--- src/rtl/ps2_pkg.sv ---
// Shared types and scan-code constants for the PS/2 keyboard receiver.
package ps2_pkg;

    typedef enum logic [1:0] {
        ST_IDLE,
        ST_DATA,
        ST_PARITY,
        ST_STOP
    } ps2_state_t;

    localparam logic [7:0] PS2_BRK       = 8'hF0;
    localparam logic [7:0] PS2_EXT       = 8'hE0;
    localparam logic [7:0] PS2_PAUSE     = 8'hE1;
    localparam logic [2:0] PS2_PAUSE_LEN = 3'd7;

endpackage

--- src/rtl/ps2_keyboard_rx_if.sv ---
// Key-event bus from the PS/2 receiver to the key-matrix block.
interface ps2_keyboard_rx_if;

    logic       strb;
    logic       make;
    logic [7:0] code;
    logic       ext;
    logic       err;

    modport master (output strb, make, code, ext, err);
    modport slave  (input  strb, make, code, ext, err);

endinterface

--- src/rtl/ps2_filter.sv ---
// Two-flop synchroniser, FILTER-sample deglitcher and edge pulses for one PS/2 pin.
module ps2_filter #(
    parameter int unsigned FILTER = 8
) (
    input  logic clock,
    input  logic reset,
    input  logic i_pin,
    output logic o_level,
    output logic o_fall,
    output logic o_edge
);

    logic [1:0]        r_sync;
    logic [FILTER-1:0] r_shift;
    logic              r_level;
    logic              r_fall;
    logic              r_edge;

    always_ff @(posedge clock or negedge reset) begin
        if (!reset) begin
            r_sync  <= '1;
            r_shift <= '1;
            r_level <= 1'b1;
            r_fall  <= 1'b0;
            r_edge  <= 1'b0;
        end else begin
            r_sync  <= {r_sync[0], i_pin};
            r_shift <= {r_shift[FILTER-2:0], r_sync[1]};
            r_fall  <= 1'b0;
            r_edge  <= 1'b0;
            // Level only flips once every sample in the window agrees.
            if (r_shift == '1 && !r_level) begin
                r_level <= 1'b1;
                r_edge  <= 1'b1;
            end else if (r_shift == '0 && r_level) begin
                r_level <= 1'b0;
                r_fall  <= 1'b1;
                r_edge  <= 1'b1;
            end
        end
    end

    assign o_level = r_level;
    assign o_fall  = r_fall;
    assign o_edge  = r_edge;

endmodule

--- src/rtl/ps2_keyboard_rx.sv ---
// PS/2 keyboard receiver: deframes 11-bit frames and strips Set-2 E0/F0/E1 prefixes.
// Define PS2_PARITY_CHECK_EN to drop bytes with bad odd parity.
module ps2_keyboard_rx
    import ps2_pkg::*;
#(
    parameter int unsigned FILTER  = 8,
    parameter int unsigned TIMEOUT = 56000
) (
    input  logic               clock,
    input  logic               reset,
    input  logic               ps2ck,
    input  logic               ps2d,
    ps2_keyboard_rx_if.master  kbd
);

    localparam int unsigned    TW      = $clog2(TIMEOUT);
    localparam logic [TW-1:0]  TO_LAST = TW'(TIMEOUT - 1);

    logic w_ck_fall;
    logic w_ck_edge;
    logic w_d_level;

    ps2_filter #(.FILTER(FILTER)) u_ck_filter (
        .clock   (clock),
        .reset   (reset),
        .i_pin   (ps2ck),
        .o_level (),
        .o_fall  (w_ck_fall),
        .o_edge  (w_ck_edge)
    );

    ps2_filter #(.FILTER(FILTER)) u_d_filter (
        .clock   (clock),
        .reset   (reset),
        .i_pin   (ps2d),
        .o_level (w_d_level),
        .o_fall  (),
        .o_edge  ()
    );

    ps2_state_t    r_state;
    logic [2:0]    r_bitcnt;
    logic [7:0]    r_shift;
    logic [TW-1:0] r_tcnt;
    logic          r_brk;
    logic          r_extf;
    logic [2:0]    r_skip;
    logic          r_strb;
    logic          r_make;
    logic [7:0]    r_code;
    logic          r_ext;
    logic          r_err;
`ifdef PS2_PARITY_CHECK_EN
    logic          r_par;
`endif

    always_ff @(posedge clock or negedge reset) begin
        if (!reset) begin
            r_state  <= ST_IDLE;
            r_bitcnt <= '0;
            r_shift  <= '0;
            r_tcnt   <= '0;
            r_brk    <= 1'b0;
            r_extf   <= 1'b0;
            r_skip   <= '0;
            r_strb   <= 1'b0;
            r_make   <= 1'b1;
            r_code   <= '0;
            r_ext    <= 1'b0;
            r_err    <= 1'b0;
`ifdef PS2_PARITY_CHECK_EN
            r_par    <= 1'b0;
`endif
        end else begin
            r_strb <= 1'b0;
            r_err  <= 1'b0;

            if (w_ck_edge || r_state == ST_IDLE)
                r_tcnt <= '0;
            else
                r_tcnt <= r_tcnt + 1'b1;

            // A clock edge always wins over the timeout, so strb and err cannot collide.
            if (!w_ck_edge && r_state != ST_IDLE && r_tcnt == TO_LAST) begin
                r_state  <= ST_IDLE;
                r_bitcnt <= '0;
                r_brk    <= 1'b0;
                r_extf   <= 1'b0;
                r_err    <= 1'b1;
            end else if (w_ck_fall) begin
                case (r_state)
                    ST_IDLE: begin
                        if (!w_d_level) begin
                            r_state  <= ST_DATA;
                            r_bitcnt <= '0;
                        end
                    end
                    ST_DATA: begin
                        r_shift  <= {w_d_level, r_shift[7:1]};
                        r_bitcnt <= r_bitcnt + 1'b1;
                        if (r_bitcnt == 3'd7)
                            r_state <= ST_PARITY;
                    end
                    ST_PARITY: begin
`ifdef PS2_PARITY_CHECK_EN
                        r_par   <= w_d_level;
`endif
                        r_state <= ST_STOP;
                    end
                    ST_STOP: begin
                        r_state <= ST_IDLE;
                        if (!w_d_level) begin
                            r_err <= 1'b1;
`ifdef PS2_PARITY_CHECK_EN
                        end else if (!(^{r_shift, r_par})) begin
                            r_err <= 1'b1;
`endif
                        end else if (r_skip != '0) begin
                            r_skip <= r_skip - 1'b1;
                        end else if (r_shift == PS2_PAUSE) begin
                            r_skip <= PS2_PAUSE_LEN;
                        end else if (r_shift == PS2_BRK) begin
                            r_brk <= 1'b1;
                        end else if (r_shift == PS2_EXT) begin
                            r_extf <= 1'b1;
                        end else begin
                            r_strb <= 1'b1;
                            r_code <= r_shift;
                            r_make <= r_brk;
                            r_ext  <= r_extf;
                            r_brk  <= 1'b0;
                            r_extf <= 1'b0;
                        end
                    end
                    default: r_state <= ST_IDLE;
                endcase
            end
        end
    end

    assign kbd.strb = r_strb;
    assign kbd.make = r_make;
    assign kbd.code = r_code;
    assign kbd.ext  = r_ext;
    assign kbd.err  = r_err;

endmodule

--- src/flat_wrapper.sv ---
// flat-port wrapper written by rule: the top's interface ports become plain ports
module ps2_keyboard_rx_flat import ps2_pkg::*;
#(
    parameter int unsigned FILTER  = 8,
    parameter int unsigned TIMEOUT = 56000
)
  (clock, reset, ps2ck, ps2d, kbd_strb, kbd_make, kbd_code, kbd_ext, kbd_err);
  ps2_keyboard_rx_if kbd_i ();
  input  logic clock;
  input  logic reset;
  input  logic ps2ck;
  input  logic ps2d;
  output wire logic [$bits(kbd_i.strb)-1:0] kbd_strb;
  output wire logic [$bits(kbd_i.make)-1:0] kbd_make;
  output wire logic [$bits(kbd_i.code)-1:0] kbd_code;
  output wire logic [$bits(kbd_i.ext)-1:0] kbd_ext;
  output wire logic [$bits(kbd_i.err)-1:0] kbd_err;
  assign kbd_strb = kbd_i.strb;
  assign kbd_make = kbd_i.make;
  assign kbd_code = kbd_i.code;
  assign kbd_ext = kbd_i.ext;
  assign kbd_err = kbd_i.err;
  ps2_keyboard_rx #(.FILTER(FILTER), .TIMEOUT(TIMEOUT)) u_core (.clock(clock), .reset(reset), .ps2ck(ps2ck), .ps2d(ps2d), .kbd(kbd_i));
endmodule
--- config.mk ---
export PLATFORM = sky130hd
export DESIGN_NAME = ps2_keyboard_rx_flat
export DESIGN_NICKNAME = d
export VERILOG_FILES = /design/src/rtl/ps2_pkg.sv /design/src/rtl/ps2_keyboard_rx_if.sv /design/src/rtl/ps2_filter.sv /design/src/rtl/ps2_keyboard_rx.sv /design/src/flat_wrapper.sv
export SDC_FILE = /design/constraint.sdc
export NUM_CORES = 1
export LEC_CHECK = 0
export ABC_CLOCK_PERIOD_IN_PS = 3400
export BUFFER_PORTS_ARGS = -buffer_cell sky130_fd_sc_hd__buf_2
export CORE_MARGIN = 8
export CORE_UTILIZATION = 35
export CTS_CLUSTER_DIAMETER = 40
export CTS_CLUSTER_SIZE = 28
export DETAILED_ROUTE_END_ITERATION = 7
export GPL_ROUTABILITY_DRIVEN = 0
export PLACE_DENSITY = 0.52
export SYNTH_ARGS = -nofsm -noshare
export SYNTH_HDL_FRONTEND = slang
export SYNTH_SLANG_ARGS = --single-unit
--- constraint.sdc ---
create_clock -name clock -period 3.4 [get_ports clock]
set_clock_uncertainty 0.2 [all_clocks]
set_input_delay 0.34 -clock clock [delete_from_list [all_inputs] [get_ports clock]]
set_output_delay 0.34 -clock clock [all_outputs]
set_load 0.01 [all_outputs]
==> out/metrics.yaml, run 1 <==
timing:
  setup_viol: 0
  maxSlewHeadroom: 0.436
  post-route-min-period_ns: 2.46
  hold_viol_final: 13
  setup_tns_ns: 0
  worst_hold_slack_ns: -0.0100
  rsz0062_at_grt: "no"
  tightest_slew_ns: 0.846
  fmax_ghz: 0.407
  fin_crit_sh: 0.724
  maxSlewViolCount: 0
cts:
  cts_buffers: 9
  cts.clk_slew.worst_paths_ns: 0.07
  post_cts_buffers: 0
  cts-resized-gates: 0
  insertion_delay_ns: 0.34
  cts-root-buf: "clkbuf_8"
  htree_num_levels: 3
  holdBufCountCts: 2
  clk_path_buf_depth: 2
  cts_sinks: 70
  cts_tree: "yes"
yosys:
  ys_ff_latch: 70
  seq_area_frac_synth: 0.608
  synth_flop_cell: "dfrtp_1"
  synth.largest_area_cell: "dfrtp_1"
  syn-instance-count: 235
  avgSynthCellArea_um2: 12.5
  yosys_warnings: 0
  synthDistinctLibCells: 41
  synth_top_cell_area_share: 0.401
  async_reset_ff_frac: 1.00
  synthesis.nets: 248
  synth_area_mm2: 0.00293
  synth_edf_count: 0
  synth.area.top_cells: "dfrtp_1, dfstp_2, mux2_2, ha_1, nor2_1"
place:
  place_area_mm2: 0.00313
  portBuffers: 15
  hpwl_um: 3370
layout:
  final_util: 0.410
  seq_area_mm2: 0.00178
  nets: 275
  num_antenna_cells: 0
  final_layout_size_suffix_gt1_frac: 0.307
  area_growth_pct: 14.3
  n_fill_cell: 805
  multi_input_area_mm2: 0.00109
  finalInstanceArea_mm2: 0.00335
worst_setup_path:
  cp.arrival_ns: 2.49
  required_ns: 3.43
  r2r-start: "u_core.r_state[0]"
  cp_max_fo: 17
  crit_path_start: "u_core.r_state[0]"
  cp-end-kind: "register"
  start_kind: "register"
  worst-setup-path-type: "reg2reg"
die:
  num_io_pins: 16
  rows: 33
  die_area_mm2: 0.0116
  initial_utilization: 0.358
  chipHeight_um: 108
  die_x_um: 108
  core_mm2: 0.00818
global_route:
  use_met2: 0.150
  antenna_found_initial: 0
  grt_pass1_wl_um: 8670
  met3_usage: 0.0383
  overflow: 0
  grt-busiest-layer: "met2"
  grt_use_met1: 0.109
  grt_pass1_vias: 1829
  track_usage: 0.0952
  grt_max_degree: 71
pwr:
  power_mw: 1.52
  vdd_drop_max_uv: 167
  leakage_nw: 1.50
  p_per_area_mw_per_mm2: 455
run_status:
  violations: "negative hold slack"
  status: "finished, violations left"
worst_hold_path:
  hp-class: "in2async"
route:
  num_vias: 1802
  wl_per_cell_um: 13.1
  dr.first_iter.drc_count: 58
  postRouteAntennaNets: 0
  drt_first_pass_iters: 4
  wl_um: 4880
  drc: 0
  viasPerCell: 4.84
job:
  drv_cap: 0
[synth_stat cells, drive strengths merged (2+ instances only)]
cell type and count:
dfstp 23, o21ai 6, nor3 5, a21oi 5, xnor2 8, or3 2
nand2 21, a31oi 3, a41o 2, nand3 6, clkbuf 2, mux2 19
o21bai 2, mux2i 3, inv 10, xor2 2, or4b 2, nand4 6
ha 9, buf 2, dfrtp 47, or4 2, nor4 5, and2 4
a21boi 2, nor2 25, a32oi 2
[layer usage]
metal / vias to the layer above / share of wire
met1: 891 / 0.46
met4: 0 / 0.021
li1: 880 / -
met2: 20 / 0.47
met5: - / 0
met3: 11 / 0.048
[state kept, by name (all words and copies together), names as in the netlist, 2 cells and up]
register	cells
u_core.kbd.code	8
u_core.r_bitcnt	3
u_core.r_shift	8
u_core.r_skip	3
u_core.r_state	2
u_core.r_tcnt	16
u_core.u_ck_filter.r_shift	8
u_core.u_ck_filter.r_sync	2
u_core.u_d_filter.r_shift	8
u_core.u_d_filter.r_sync	2
[stage by stage]
| step | instances | worst slack (ns) |
|---|---|---|
| 2_1_floorplan | 235 | 1.13 |
| 3_3_place_gp | 354 | 0.947 |
| 3_5_place_dp | 354 | 0.914 |
| 4_1_cts | 372 | 0.903 |
| 5_1_grt | 372 | 0.706 |
| 6_report | 372 | 0.940 |
[placed cells by master (no fill, tap or decap), types with 4 or more instances in the layout]
master,count
nand4_1,6
ha_1,9
and2_1,4
nor4_1,4
clkbuf_8,11
a21oi_1,5
buf_2,15
xnor2_1,8
nor3_1,4
o21ai_0,6
nand3_1,6
nand2_1,21
dfrtp_1,47
mux2_2,19
nor2_1,25
dfstp_2,23
inv_1,10
[cells by family after synthesis]
| kind of cell | Yosys count | synth area share |
|---|---|---|
| compound gates | 27 | 0.0722 |
| xor+xnor | 10 | 0.0299 |
| fa+ha+maj | 9 | 0.0384 |
| buf+inv | 14 | 0.0218 |
| flops | 70 | 0.608 |
| mux | 22 | 0.0833 |
| simple gates | 83 | 0.147 |
[layout make-up]
cell class / instances / area share
Sequential cell: 70 / 0.532
Multi-Input combinational cell: 151 / 0.324
Clock buffer: 13 / 0.0538
Tap cell: 105 / 0.0392
Timing Repair Buffer: 20 / 0.0351
Inverter: 10 / 0.0112
Clock inverter: 3 / 0.00448
[report_power, final]
part	total, mW	switching, mW	leakage, nW	internal, mW
clock network	0.636	0.290	0.104	0.346
logic	0.0231	0.0176	0.495	0.00555
registers	0.866	0.00870	0.899	0.857
[final timing paths]
check,end,slack [ns],cells past startpoint
max,u_core.kbd.code[1],0.94,7
min,u_core.r_shift[7],-0.01,2
max reg2reg,u_core.kbd.code[1],0.94,7
min reg2reg,u_core.u_d_filter.r_shift[0],0.16,0
max in group asynchronous,u_core.r_state[0],2.46,2
min in group clock,u_core.u_d_filter.r_shift[0],0.16,0
[critical path: stages (launching register included)]
cell	delay, ns
dfrtp_1	0.39
inv_1	0.08
ha_1	0.25
or2_2	0.47
nor4_2	0.36
a221oi_1	0.15
buf_4	0.19
mux2_2	0.27
Power figures use the tool's default switching activity.
==> run 2, diff against run 1 <==
Settings changed: ABC_CLOCK_PERIOD_IN_PS 3400 to 2200, PLACE_DENSITY 0.52 to 0.53.
Clock period 3.4 ns to 2.2 ns, I/O delays scaled along.
==> run 2 against run 1 <==
Against the previous run:
- the run now ends clean
- sequential share of layout area shrank 2.5 points
- worst hold slack gained 0.17 ns
- setup slack lost 0.90 ns
- utilization grew 2.0 points
- sequential power grew 55%
- power grew 59%
- clock power grew 65%
- via count grew 2.6%
- maximum frequency grew 14%
- first-iteration DRC count shrank 8.6%
- highest routed layer unchanged
==> out/metrics.yaml, run 2 (synthesized netlist as in run 1, its figures left out) <==
global_route:
  grt_pass1_vias: 1926
  overflow: 0
  antenna_found_initial: 0
  track_usage: 0.0984
  grt_max_degree: 71
  grt_pass1_wl_um: 9070
die:
  die_area_mm2: 0.0116
  die_x_um: 108
  chipHeight_um: 108
  rows: 33
  num_io_pins: 16
  initial_utilization: 0.358
  core_mm2: 0.00818
pwr:
  leakage_nw: 1.59
  p_per_area_mw_per_mm2: 692
  vdd_drop_max_uv: 389
timing:
  post-route-min-period_ns: 2.16
  hold_viol_final: 0
  fmax_ghz: 0.462
  worst_slack_ns: 0.0378
  setup_tns_ns: 0
  fin_crit_sh: 0.983
  rsz0062_at_grt: "yes"
  maxSlewViolCount: 0
  tightest_slew_ns: 0.394
  worst_hold_slack_ns: 0.156
  maxSlewHeadroom: 0.735
  setup_viol: 0
layout:
  final_common_cell: "dfrtp_1"
  finalInstanceArea_mm2: 0.00351
  largest_register_ffs: 16
  nets: 291
  area_growth_pct: 19.9
  final_cells: 388
  num_antenna_cells: 0
  largest-register: "u_core.r_tcnt"
  final_cell_mix: "dfrtp_1, nor2_1, dfstp_2, nand2_1, mux2_2"
  final_layout_size_suffix_gt1_frac: 0.353
route:
  drc: 0
  postRouteAntennaNets: 0
  wl_um: 5070
  dr.first_iter.drc_count: 53
  viasPerCell: 4.76
  drt_first_pass_iters: 4
  num_vias: 1848
  wl_per_cell_um: 13.1
cts:
  cts_buffers: 9
  post_cts_buffers: 0
  cts_sinks: 70
  insertion_delay_ns: 0.34
  htree_num_levels: 3
  cts-root-buf: "clkbuf_8"
  cts-resized-gates: 0
  cts.clk_slew.worst_paths_ns: 0.07
  cts_tree: "yes"
  clk_path_buf_depth: 2
worst_setup_path:
  cp-end-kind: "register"
  worst-setup-path-type: "reg2reg"
  path_delay_family: "compound AO/OA/AOI/OAI gates"
  cp_max_fo: 4
  cp.arrival_ns: 2.23
  required_ns: 2.26
  path_buf_inv: 0
  start_kind: "register"
  crit_chain: "or4b_4, o41a_1, a311oi_4, mux2i_1"
  crit_slowest_cell: "or4b_4"
  slowest_delay_ns: 0.55
place:
  place_area_mm2: 0.00328
  portBuffers: 15
  hpwl_um: 3540
  place_ws_ns: 0.0534
  place_inst: 369
worst_hold_path:
  hp-class: "reg2reg"
run_status:
  status: "finished clean"
job:
  drv_cap: 0
## run 2: cell type report
class,instances,area (um2)
flip-flops and latches,70,1780
fillers,769,4660
well taps,105,131
clock buffers,11,151
multi-input cells,151,1100
repair buffers,36,253
inverters,10,37.5
clock inverters,5,57.6
## run 2: power breakdown
part	switching (mW)	internal [mW]
logic	0.0286	0.0125
clock network	0.469	0.583
registers	0.0136	1.32
## run 2: path summary, 6_finish.rpt
check,slack (ns),from,depth (start not counted),to
min in group asynchronous,0.23,reset,3,u_core.kbd.ext
max in group asynchronous,1.22,reset,3,u_core.u_ck_filter.r_sync[0]
worst max register to register,0.04,u_core.r_shift[2],4,u_core.r_skip[2]
worst max-delay path,0.04,u_core.r_shift[2],4,u_core.r_skip[2]
worst min register to register,0.16,u_core.u_ck_filter.r_sync[0],0,u_core.u_ck_filter.r_sync[1]
worst min-delay path,0.16,u_core.u_ck_filter.r_sync[0],0,u_core.u_ck_filter.r_sync[1]
## run 2: metal layers
metal  GRT usage  up-vias  part of all wire  wire length [um]
met5           0        -                 0                 0
met4      0.0416        0             0.014                71
met3      0.0389        8             0.051               260
met2       0.154       25              0.47              2400
met1       0.117      901              0.46              2340
li1            -      914                 -                 -
## run 2: metrics by stage
step / util / power [mW]
floorplan: - / 1.36
global placement: 0.401 / 1.40
detailed placement: 0.401 / 1.40
CTS: 0.430 / 2.49
global route: 0.430 / 2.54
finish: 0.430 / 2.43
## run 2: what timing repair did
action                                 4_1_cts  5_1_grt
hold buffers                                 3        0
setup endpoints to repair                    0        2
endpoints found under the hold margin       70        0
